==> src/rtl/enc_frame_sequencer_if.sv <==
// rtl/enc_frame_sequencer_if.sv - upstream byte bus and encoder symbol bus for the frame sequencer
interface enc_frame_sequencer_if;
  logic       pushin;
  logic       firstin;
  logic       lastin;
  logic [7:0] datain;
  logic       stopin;
  logic       startout;
  logic       pushout;
  logic       kout;
  logic [7:0] dataout;
  logic       busy;
  logic       dropout;

  modport master (
    output pushin, firstin, lastin, datain,
    input  stopin, startout, pushout, kout, dataout, busy, dropout
  );

  modport slave (
    input  pushin, firstin, lastin, datain,
    output stopin, startout, pushout, kout, dataout, busy, dropout
  );
endinterface

==> src/rtl/enc_frame_sequencer.sv <==
// rtl/enc_frame_sequencer.sv - buffers framed bytes and emits an 8b/10b symbol stream (SOF, data, EOF, gap, idle fill)
module enc_frame_sequencer #(
  parameter int DEPTH = 4,
  parameter int IFG   = 2
) (
  input  logic                  clk,
  input  logic                  reset_n,
  enc_frame_sequencer_if.slave  bus
);

  localparam int AW = $clog2(DEPTH);
  localparam int CW = AW + 1;

  localparam logic [7:0] K28_5 = 8'hBC;
  localparam logic [7:0] K27_7 = 8'hFB;
  localparam logic [7:0] K29_7 = 8'hFD;

  typedef enum logic [2:0] {
    S_INIT,
    S_IDLE,
    S_SOF,
    S_DATA,
    S_EOF,
    S_GAP
  } state_t;

  logic [9:0]    r_mem [DEPTH];
  logic [AW-1:0] r_wr_ptr;
  logic [AW-1:0] r_rd_ptr;
  logic [CW-1:0] r_count;

  state_t        r_state;
  logic [3:0]    r_gap;
  logic          r_last;
  logic          r_startout;
  logic          r_pushout;
  logic          r_kout;
  logic [7:0]    r_dataout;
  logic          r_busy;
  logic          r_dropout;

  logic          w_full;
  logic          w_empty;
  logic          w_push;
  logic          w_pop;
  logic [9:0]    w_head;

  state_t        w_state_nx;
  logic [3:0]    w_gap_nx;
  logic          w_last_nx;
  logic          w_startout_nx;
  logic          w_pushout_nx;
  logic          w_kout_nx;
  logic [7:0]    w_dataout_nx;
  logic          w_busy_nx;
  logic          w_dropout_nx;

  assign w_full  = (r_count == CW'(DEPTH));
  assign w_empty = (r_count == '0);
  assign w_push  = bus.pushin && !w_full;
  assign w_head  = r_mem[r_rd_ptr];

  assign bus.stopin   = w_full;
  assign bus.startout = r_startout;
  assign bus.pushout  = r_pushout;
  assign bus.kout     = r_kout;
  assign bus.dataout  = r_dataout;
  assign bus.busy     = r_busy;
  assign bus.dropout  = r_dropout;

  always_ff @(posedge clk) begin
    if (w_push) begin
      r_mem[r_wr_ptr] <= {bus.firstin, bus.lastin, bus.datain};
    end
  end

  always_ff @(posedge clk or negedge reset_n) begin
    if (!reset_n) begin
      r_wr_ptr <= '0;
      r_rd_ptr <= '0;
      r_count  <= '0;
    end else begin
      if (w_push) r_wr_ptr <= r_wr_ptr + AW'(1);
      if (w_pop)  r_rd_ptr <= r_rd_ptr + AW'(1);
      case ({w_push, w_pop})
        2'b10:   r_count <= r_count + CW'(1);
        2'b01:   r_count <= r_count - CW'(1);
        default: r_count <= r_count;
      endcase
    end
  end

  always_ff @(posedge clk or negedge reset_n) begin
    if (!reset_n) begin
      r_state    <= S_INIT;
      r_gap      <= '0;
      r_last     <= 1'b0;
      r_startout <= 1'b0;
      r_pushout  <= 1'b0;
      r_kout     <= 1'b0;
      r_dataout  <= '0;
      r_busy     <= 1'b0;
      r_dropout  <= 1'b0;
    end else begin
      r_state    <= w_state_nx;
      r_gap      <= w_gap_nx;
      r_last     <= w_last_nx;
      r_startout <= w_startout_nx;
      r_pushout  <= w_pushout_nx;
      r_kout     <= w_kout_nx;
      r_dataout  <= w_dataout_nx;
      r_busy     <= w_busy_nx;
      r_dropout  <= w_dropout_nx;
    end
  end

  // Registered outputs describe the state being entered, so the symbol on
  // the bus always matches r_state for that cycle (INIT's pulse excepted).
  always_comb begin
    w_state_nx    = r_state;
    w_gap_nx      = r_gap;
    w_last_nx     = r_last;
    w_pop         = 1'b0;
    w_startout_nx = 1'b0;
    w_pushout_nx  = 1'b1;
    w_kout_nx     = 1'b1;
    w_dataout_nx  = K28_5;
    w_busy_nx     = 1'b0;
    w_dropout_nx  = 1'b0;

    case (r_state)
      S_INIT: w_state_nx = S_IDLE;
      S_IDLE: begin
        if (!w_empty) begin
          if (w_head[9]) begin
            w_state_nx = S_SOF;
          end else begin
            w_pop        = 1'b1;
            w_dropout_nx = 1'b1;
          end
        end
      end
      S_SOF:  w_state_nx = S_DATA;
      S_DATA: begin
        if (r_last) w_state_nx = S_EOF;
      end
      S_EOF: begin
        if (IFG == 0) begin
          w_state_nx = S_IDLE;
        end else begin
          w_state_nx = S_GAP;
          w_gap_nx   = 4'(IFG);
        end
      end
      S_GAP: begin
        if (r_gap <= 4'd1) begin
          w_state_nx = S_IDLE;
          w_gap_nx   = '0;
        end else begin
          w_gap_nx   = r_gap - 4'd1;
        end
      end
      default: w_state_nx = S_INIT;
    endcase

    if (r_state == S_INIT) begin
      w_startout_nx = 1'b1;
      w_pushout_nx  = 1'b0;
      w_kout_nx     = 1'b0;
      w_dataout_nx  = '0;
    end else begin
      case (w_state_nx)
        S_SOF: begin
          w_dataout_nx = K27_7;
          w_busy_nx    = 1'b1;
        end
        S_DATA: begin
          w_busy_nx = 1'b1;
          if (!w_empty) begin
            w_pop        = 1'b1;
            w_kout_nx    = 1'b0;
            w_dataout_nx = w_head[7:0];
            w_last_nx    = w_head[8];
          end else begin
            w_last_nx    = 1'b0;
          end
        end
        S_EOF: begin
          w_dataout_nx = K29_7;
          w_busy_nx    = 1'b1;
          w_last_nx    = 1'b0;
        end
        default: ;
      endcase
    end
  end

endmodule

==> src/flat_wrapper.sv <==
// flat-port wrapper written by rule: the top's interface ports become plain ports
module enc_frame_sequencer_flat 
#(
  parameter int DEPTH = 4,
  parameter int IFG   = 2
)
  (clk, reset_n, bus_pushin, bus_firstin, bus_lastin, bus_datain, bus_stopin, bus_startout, bus_pushout, bus_kout, bus_dataout, bus_busy, bus_dropout);
  enc_frame_sequencer_if bus_i ();
  input  logic clk;
  input  logic reset_n;
  input wire logic [$bits(bus_i.pushin)-1:0] bus_pushin;
  input wire logic [$bits(bus_i.firstin)-1:0] bus_firstin;
  input wire logic [$bits(bus_i.lastin)-1:0] bus_lastin;
  input wire logic [$bits(bus_i.datain)-1:0] bus_datain;
  output wire logic [$bits(bus_i.stopin)-1:0] bus_stopin;
  output wire logic [$bits(bus_i.startout)-1:0] bus_startout;
  output wire logic [$bits(bus_i.pushout)-1:0] bus_pushout;
  output wire logic [$bits(bus_i.kout)-1:0] bus_kout;
  output wire logic [$bits(bus_i.dataout)-1:0] bus_dataout;
  output wire logic [$bits(bus_i.busy)-1:0] bus_busy;
  output wire logic [$bits(bus_i.dropout)-1:0] bus_dropout;
  assign bus_i.pushin = bus_pushin;
  assign bus_i.firstin = bus_firstin;
  assign bus_i.lastin = bus_lastin;
  assign bus_i.datain = bus_datain;
  assign bus_stopin = bus_i.stopin;
  assign bus_startout = bus_i.startout;
  assign bus_pushout = bus_i.pushout;
  assign bus_kout = bus_i.kout;
  assign bus_dataout = bus_i.dataout;
  assign bus_busy = bus_i.busy;
  assign bus_dropout = bus_i.dropout;
  enc_frame_sequencer #(.DEPTH(DEPTH), .IFG(IFG)) u_core (.clk(clk), .reset_n(reset_n), .bus(bus_i));
endmodule
==> config.mk <==
export PLATFORM = sky130hd
export DESIGN_NAME = enc_frame_sequencer_flat
export DESIGN_NICKNAME = d
export VERILOG_FILES = /design/src/rtl/enc_frame_sequencer_if.sv /design/src/rtl/enc_frame_sequencer.sv /design/src/flat_wrapper.sv
export SDC_FILE = /design/constraint.sdc
export NUM_CORES = 1
export LEC_CHECK = 0
export ABC_AREA = 0
export CORE_MARGIN = 2
export CORE_UTILIZATION = 45
export CTS_CLUSTER_SIZE = 40
export DETAILED_ROUTE_END_ITERATION = 8
export PLACE_DENSITY = 0.63
export SLEW_MARGIN = 30
export SYNTH_ARGS = -nofsm -noshare
export SYNTH_HDL_FRONTEND = slang
export SYNTH_SLANG_ARGS = --single-unit
==> constraint.sdc <==
create_clock -name clk -period 6.1 [get_ports clk]
set_input_delay 1.83 -clock clk [delete_from_list [all_inputs] [get_ports clk]]
set_output_delay 1.83 -clock clk [all_outputs]
set_load 0.05 [all_outputs]
==> results.json, run 1 <==
{
  "yosys.area.top_type": "edfxtp_1",
  "grt.overflow.total": 0,
  "synth_nets": 190,
  "required_ns": 4.27,
  "ant_nets": 0,
  "rows": 28,
  "crit_family": "buffers and inverters",
  "grtUsageTotal_pct": 15.8,
  "p_int_uw": 1180,
  "critPathMaxStageDelay_ns": 0.80,
  "yosys_warnings": 0,
  "tightest_slew_ns": 0.720,
  "setup_viol": 0,
  "synth-main-ff-cell": "edfxtp_1",
  "wl_mm": 4.48,
  "ir_drop_mv": 0.287,
  "first_iter_violations": 62,
  "syn_to_final_growth_pct": 20.3,
  "place_hpwl_mm": 3.05,
  "via_count": 1458,
  "endpoint_kind": "output port",
  "slew_violations": 0,
  "ys_top_cells_by_area": "edfxtp_1 (43%), dfrtp_1 (25%), mux4_2 (7.3%)",
  "antenna_found_initial": 0,
  "crit_fanout": 3,
  "cts_resized": 0,
  "critPathBufInv": 2,
  "drv_cap": 0,
  "power_frac_seq_pct": 40.3,
  "grt_pass1_vias": 1493,
  "cp-start-kind": "register",
  "gp_congestion": 0.809,
  "htree_levels": 3,
  "final_net_count": 226,
  "clk_path_buf_depth": 2,
  "diodes": 0,
  "portBuffers": 26,
  "pin_count": 27,
  "synth.most_common_cell": "edfxtp_1",
  "synth_area_um2": 2770,
  "hold_viol": 0,
  "slew_headroom_pct": 52.0,
  "ys_seq_area_share_pct": 68.7,
  "finalClockSkew_ns": 0.00812,
  "die_w_um": 82.4,
  "fp.dieH_um": 82.4,
  "layout_min_cycle_time_ns": 3.72,
  "fin_setup_tns_ns": 0,
  "netlist_top_cells_count": "edfxtp_1 (40), dfrtp_1 (28), inv_1 (11), nand2_1 (11), nor2_1 (11)",
  "path_clk_slew_ns": 0.07,
  "max_freq_mhz": 269,
  "vias_per_cell": 5.12,
  "initial_utilization_pct": 46.7,
  "powerDensity_nw_per_um2": 557,
  "share_comb_of_total_power_pct": 38.2,
  "grt_max_degree": 29,
  "cts.sinks": 68,
  "final_core_util_pct": 56.3,
  "cts_setup_buffers": 0,
  "fin_cells": 285,
  "run_status": "finished, final reports clean",
  "holdWs_ns": 0.555,
  "switching_share_pct": 36.7,
  "cts_root_buffer": "clkbuf_8",
  "fin_crit_sh_pct": 60.9,
  "die_area_um2": 6790,
  "grt_pass1_wl_mm": 7.40,
  "fillers": 471,
  "path_class": "register to output port",
  "cts-buffers-inserted": 9,
  "wl_per_cell_um": 15.7,
  "worstPathArrival_ns": 1.89,
  "first_pass_iters": 4,
  "coreArea_um2": 5920,
  "total_leakage_power_uw": 0.00128,
  "drc": 0,
  "clock_latency_ns": 0.35,
  "clkPwrFrac_pct": 21.5,
  "drive_gt1_share_pct": 14.8,
  "cts_hold_buf": 0,
  "synth_top_area_share_pct": 43.4,
  "async_flop_share_pct": 41.2,
  "placed_cells": 269,
  "rsz0062_at_grt": "no",
  "avgSynthCellArea_um2": 16.4,
  "ys_ff_latch": 68,
  "power.switching_uw": 681,
  "tritoncts": "yes",
  "path_cells": "inv_1 -> and3_1 -> clkdlybuf4s50_1",
  "holdCritPathClass": "register to register",
  "synth.distinct_cells": 39,
  "synth_edf_count": 40,
  "synthCells": 169,
  "slowest_stage": "clkdlybuf4s50_1"
}
[power groups by stage]
stage	Combinational [uW]	Clock [uW]	Sequential, uW
floorplan	443	0	833
global placement	702	0	749
detailed placement	719	0	758
CTS	721	409	749
global route	780	433	767
finish	710	399	748
[per-layer routing]
metal,up-vias,track usage (%),part of all wire (%)
li1,693,-,-
met1,719,19.0,44
met2,35,25.5,50
met3,11,5.65,4.3
met4,0,7.33,2.4
met5,-,0,0
[registers in the layout (all words and copies together) (netlist names), 2 cells and up]
signal,flops
u_core.r_rd_ptr,2
u_core.r_wr_ptr,2
u_core.r_gap,4
u_core.r_state,3
u_core.r_count,3
u_core.r_mem,40
u_core.bus.dataout,8
[final timing paths]
check	from	to	slack, ns	depth (start not counted)
max	u_core.r_count[0]	bus_stopin	2.38	3
min	u_core.r_gap[3]	u_core.r_gap[3]	0.55	1
max reg2reg	u_core.r_rd_ptr[0]	u_core.r_count[2]	2.97	9
min reg2reg	u_core.r_gap[3]	u_core.r_gap[3]	0.55	1
max in group asynchronous	reset_n	u_core.r_gap[3]	3.95	2
min in group asynchronous	reset_n	u_core.bus.dataout[6]	1.87	2
[logic make-up after synthesis]
family	synth area share [%]
buffers and inverters	2.03
DFF	68.7
muxes	9.04
adders and majority gates	3.89
AOI/OAI and AO/OA	4.88
and+or+nand+nor	9.27
xor gates and xnor gates	2.17
[worst reg2reg max path, delay by kind of cell (launching register included)]
| family | cells | cell delay [ns] |
|---|---|---|
| buf+inv | 1 | 0.06 |
| xor+xnor | 2 | 0.33 |
| fa+ha+maj | 2 | 0.56 |
| mux | 1 | 0.65 |
| simple gates | 3 | 0.64 |
| flops | 1 | 0.81 |
[cells in the final DEF, fill, tap and decap left out, types with 3 or more instances in the layout]
cell	Yosys	routed
and2_1	5	5
edfxtp_1	40	40
o21ai_0	6	6
nand2_1	11	11
ha_1	7	7
mux4_2	9	9
dfrtp_1	28	28
inv_1	11	11
nor2_1	11	11
clkdlybuf4s50_1	0	26
o211ai_1	3	3
xnor2_1	3	3
clkbuf_8	0	9
[metrics by stage]
stage	setup slack (ns)	cell area, um2	power (uW)
after global routing	2.27	3330	1980
after detailed placement	2.36	3110	1480
after floorplan	2.98	2770	1280
after global placement	2.47	3110	1450
after CTS	2.37	3330	1880
final	2.38	3330	1860
[layout make-up]
class | count | area (um2) | area share [%]
flip-flops and latches | 68 | 1900 | 57.1
repair buffers | 27 | 268 | 8.04
clock buffers | 10 | 128 | 3.83
well taps | 75 | 93.8 | 2.82
clock inverters | 6 | 88.8 | 2.67
inverters | 11 | 41.3 | 1.24
multi-input cells | 88 | 810 | 24.3
No activity file was read; power rests on OpenSTA's default activity.
==> run 2, diff against run 1 <==
- clock period: 6.1 -> 3.9 ns (I/O delays scaled with it)
==> run 2 against run 1 <==
Clock skew is 0.0033 ns lower. Via count is 0.41% higher. Register-to-register slack worse by 1.9 ns. Largest cell class unchanged. Combinational power is 63% higher. Highest routed layer unchanged. Critical endpoint unchanged.
==> results.json, run 2 (synthesized netlist as in run 1, its figures left out) <==
{
  "run_status": "finished, final reports clean",
  "antenna_found_initial": 0,
  "min_path_cells": 1,
  "total_leakage_power_uw": 0.00126,
  "ant_nets": 0,
  "wl_met1_mm": 1.98,
  "top_layer": "met4",
  "cp-start-kind": "register",
  "initial_utilization_pct": 46.7,
  "gp_congestion": 0.788,
  "layout_min_cycle_time_ns": 3.05,
  "final_core_util_pct": 55.6,
  "final_net_count": 227,
  "ir_drop_mv": 0.472,
  "grt_max_degree": 29,
  "power_frac_seq_pct": 40.9,
  "portBuffers": 26,
  "wl_per_cell_um": 15.8,
  "via_count": 1464,
  "ff2ff_path_depth": 10,
  "drive_gt1_share_pct": 15.2,
  "drv_cap": 0,
  "cts_setup_buffers": 0,
  "syn_to_final_growth_pct": 18.9,
  "p_int_uw": 1720,
  "final-seq-area_um2": 1900,
  "htree_levels": 3,
  "holdCritPathClass": "register to register",
  "r2r-start": "u_core.r_rd_ptr[0]",
  "switching_share_pct": 38.2,
  "tritoncts": "yes",
  "cts_hold_buf": 0,
  "power.switching_uw": 1060,
  "grtUsageTotal_pct": 16.0,
  "place_hpwl_mm": 3.19,
  "max_freq_mhz": 328,
  "cts.sinks": 68,
  "required_ns": 2.73,
  "clock_latency_ns": 0.33,
  "endpoint_kind": "output port",
  "ff2ff_setup_slack_ns": 1.07,
  "path_class": "register to output port",
  "clkPwrFrac_pct": 17.4,
  "cts-buffers-inserted": 9,
  "wl_met2_mm": 2.29,
  "pin_count": 27,
  "share_comb_of_total_power_pct": 41.7,
  "final_common_cell": "edfxtp_1",
  "hold_end": "u_core.r_count[2]",
  "power_uw": 2780,
  "cts_root_buffer": "clkbuf_8",
  "rsz0062_at_grt": "no",
  "diodes": 0,
  "regMostFlops": "u_core.r_mem",
  "grt.overflow.total": 0,
  "drc": 0,
  "reg2reg_to": "u_core.r_count[2]",
  "finalClockSkew_ns": 0.00480,
  "dr_wl_met3_um": 195,
  "multi_input_area_um2": 810,
  "fin_setup_tns_ns": 0,
  "cts_resized": 0,
  "holdWs_ns": 0.548,
  "first_iter_violations": 48,
  "fp.dieH_um": 82.4,
  "hold_viol": 0,
  "slew_headroom_pct": 58.0,
  "first_pass_iters": 4,
  "grt_pass1_vias": 1514,
  "hp-start": "u_core.r_count[2]",
  "worstPathArrival_ns": 1.88,
  "grt_pass1_wl_mm": 7.60,
  "path_clk_slew_ns": 0.07,
  "largest_reg_flops": 40,
  "die_w_um": 82.4,
  "die_area_um2": 6790,
  "clk_path_buf_depth": 2,
  "crit_fanout": 3,
  "fin_crit_sh_pct": 78.2,
  "mostFrequentLayoutCells": "edfxtp_1 (40), dfrtp_1 (28), clkdlybuf4s50_1 (26)",
  "coreArea_um2": 5920,
  "setup_viol": 0,
  "powerDensity_nw_per_um2": 844,
  "vias_per_cell": 5.12,
  "tightest_slew_ns": 0.622,
  "slew_violations": 0,
  "fillers": 464,
  "rows": 28,
  "wl_mm": 4.53
}
==> run 2: changes by cell type in the layout (fill, tap and decap cells not counted) <==
cell | before | now
clkinv_2 | 0 | 1
buf_4 | 1 | 2
clkinvlp_4 | 1 | 2
bufinv_16 | 2 | 0
==> run 2: worst max path at each step <==
stage | start | to | cells after the start
finish | u_core.r_count[0] | bus_stopin | 3
global route | u_core.r_count[0] | bus_stopin | 3
CTS | u_core.r_count[0] | bus_stopin | 3
detailed placement | bus_pushin | u_core.r_count[2] | 9
global placement | bus_pushin | u_core.r_count[2] | 9
floorplan | u_core.r_rd_ptr[0] | u_core.r_count[2] | 9
==> run 2: metrics by stage <==
stage / setup WS (ns) / area, um2 / std cells
final: 0.850 / 3290 / 286
after global routing: 0.728 / 3290 / 286
after CTS: 0.839 / 3290 / 286
after detailed placement: 0.822 / 3120 / 270
after global placement: 0.938 / 3120 / 270
after floorplan: 1.44 / 2770 / 169
==> run 2: area by class of cell <==
cell class              instances  area share [%]
well taps                      75            2.85
multi-input cells              88            24.6
repair buffers                 28            8.37
flip-flops and latches         68            57.8
clock buffers                  10            3.88
inverters                      11            1.25
clock inverters                 6            1.25
==> run 2: critical path: stages (launching register included) <==
cell,delay (ns)
dfrtp_1,0.43
inv_1,0.12
and3_1,0.19
clkdlybuf4s50_1,0.81
==> run 2: per-layer routing <==
metal  up-vias  GRT usage [%]
li1        696              -
met1       726           20.0
met2        34           25.5
met3         8           6.30
met4         0           5.50
met5         -              0
==> run 2: power groups by stage <==
stage	registers (uW)	logic [uW]	clock network (uW)
floorplan	1300	692	0
global placement	1140	1140	0
detailed placement	1150	1170	0
CTS	1140	1180	497
global route	1160	1270	533
finish	1140	1160	482
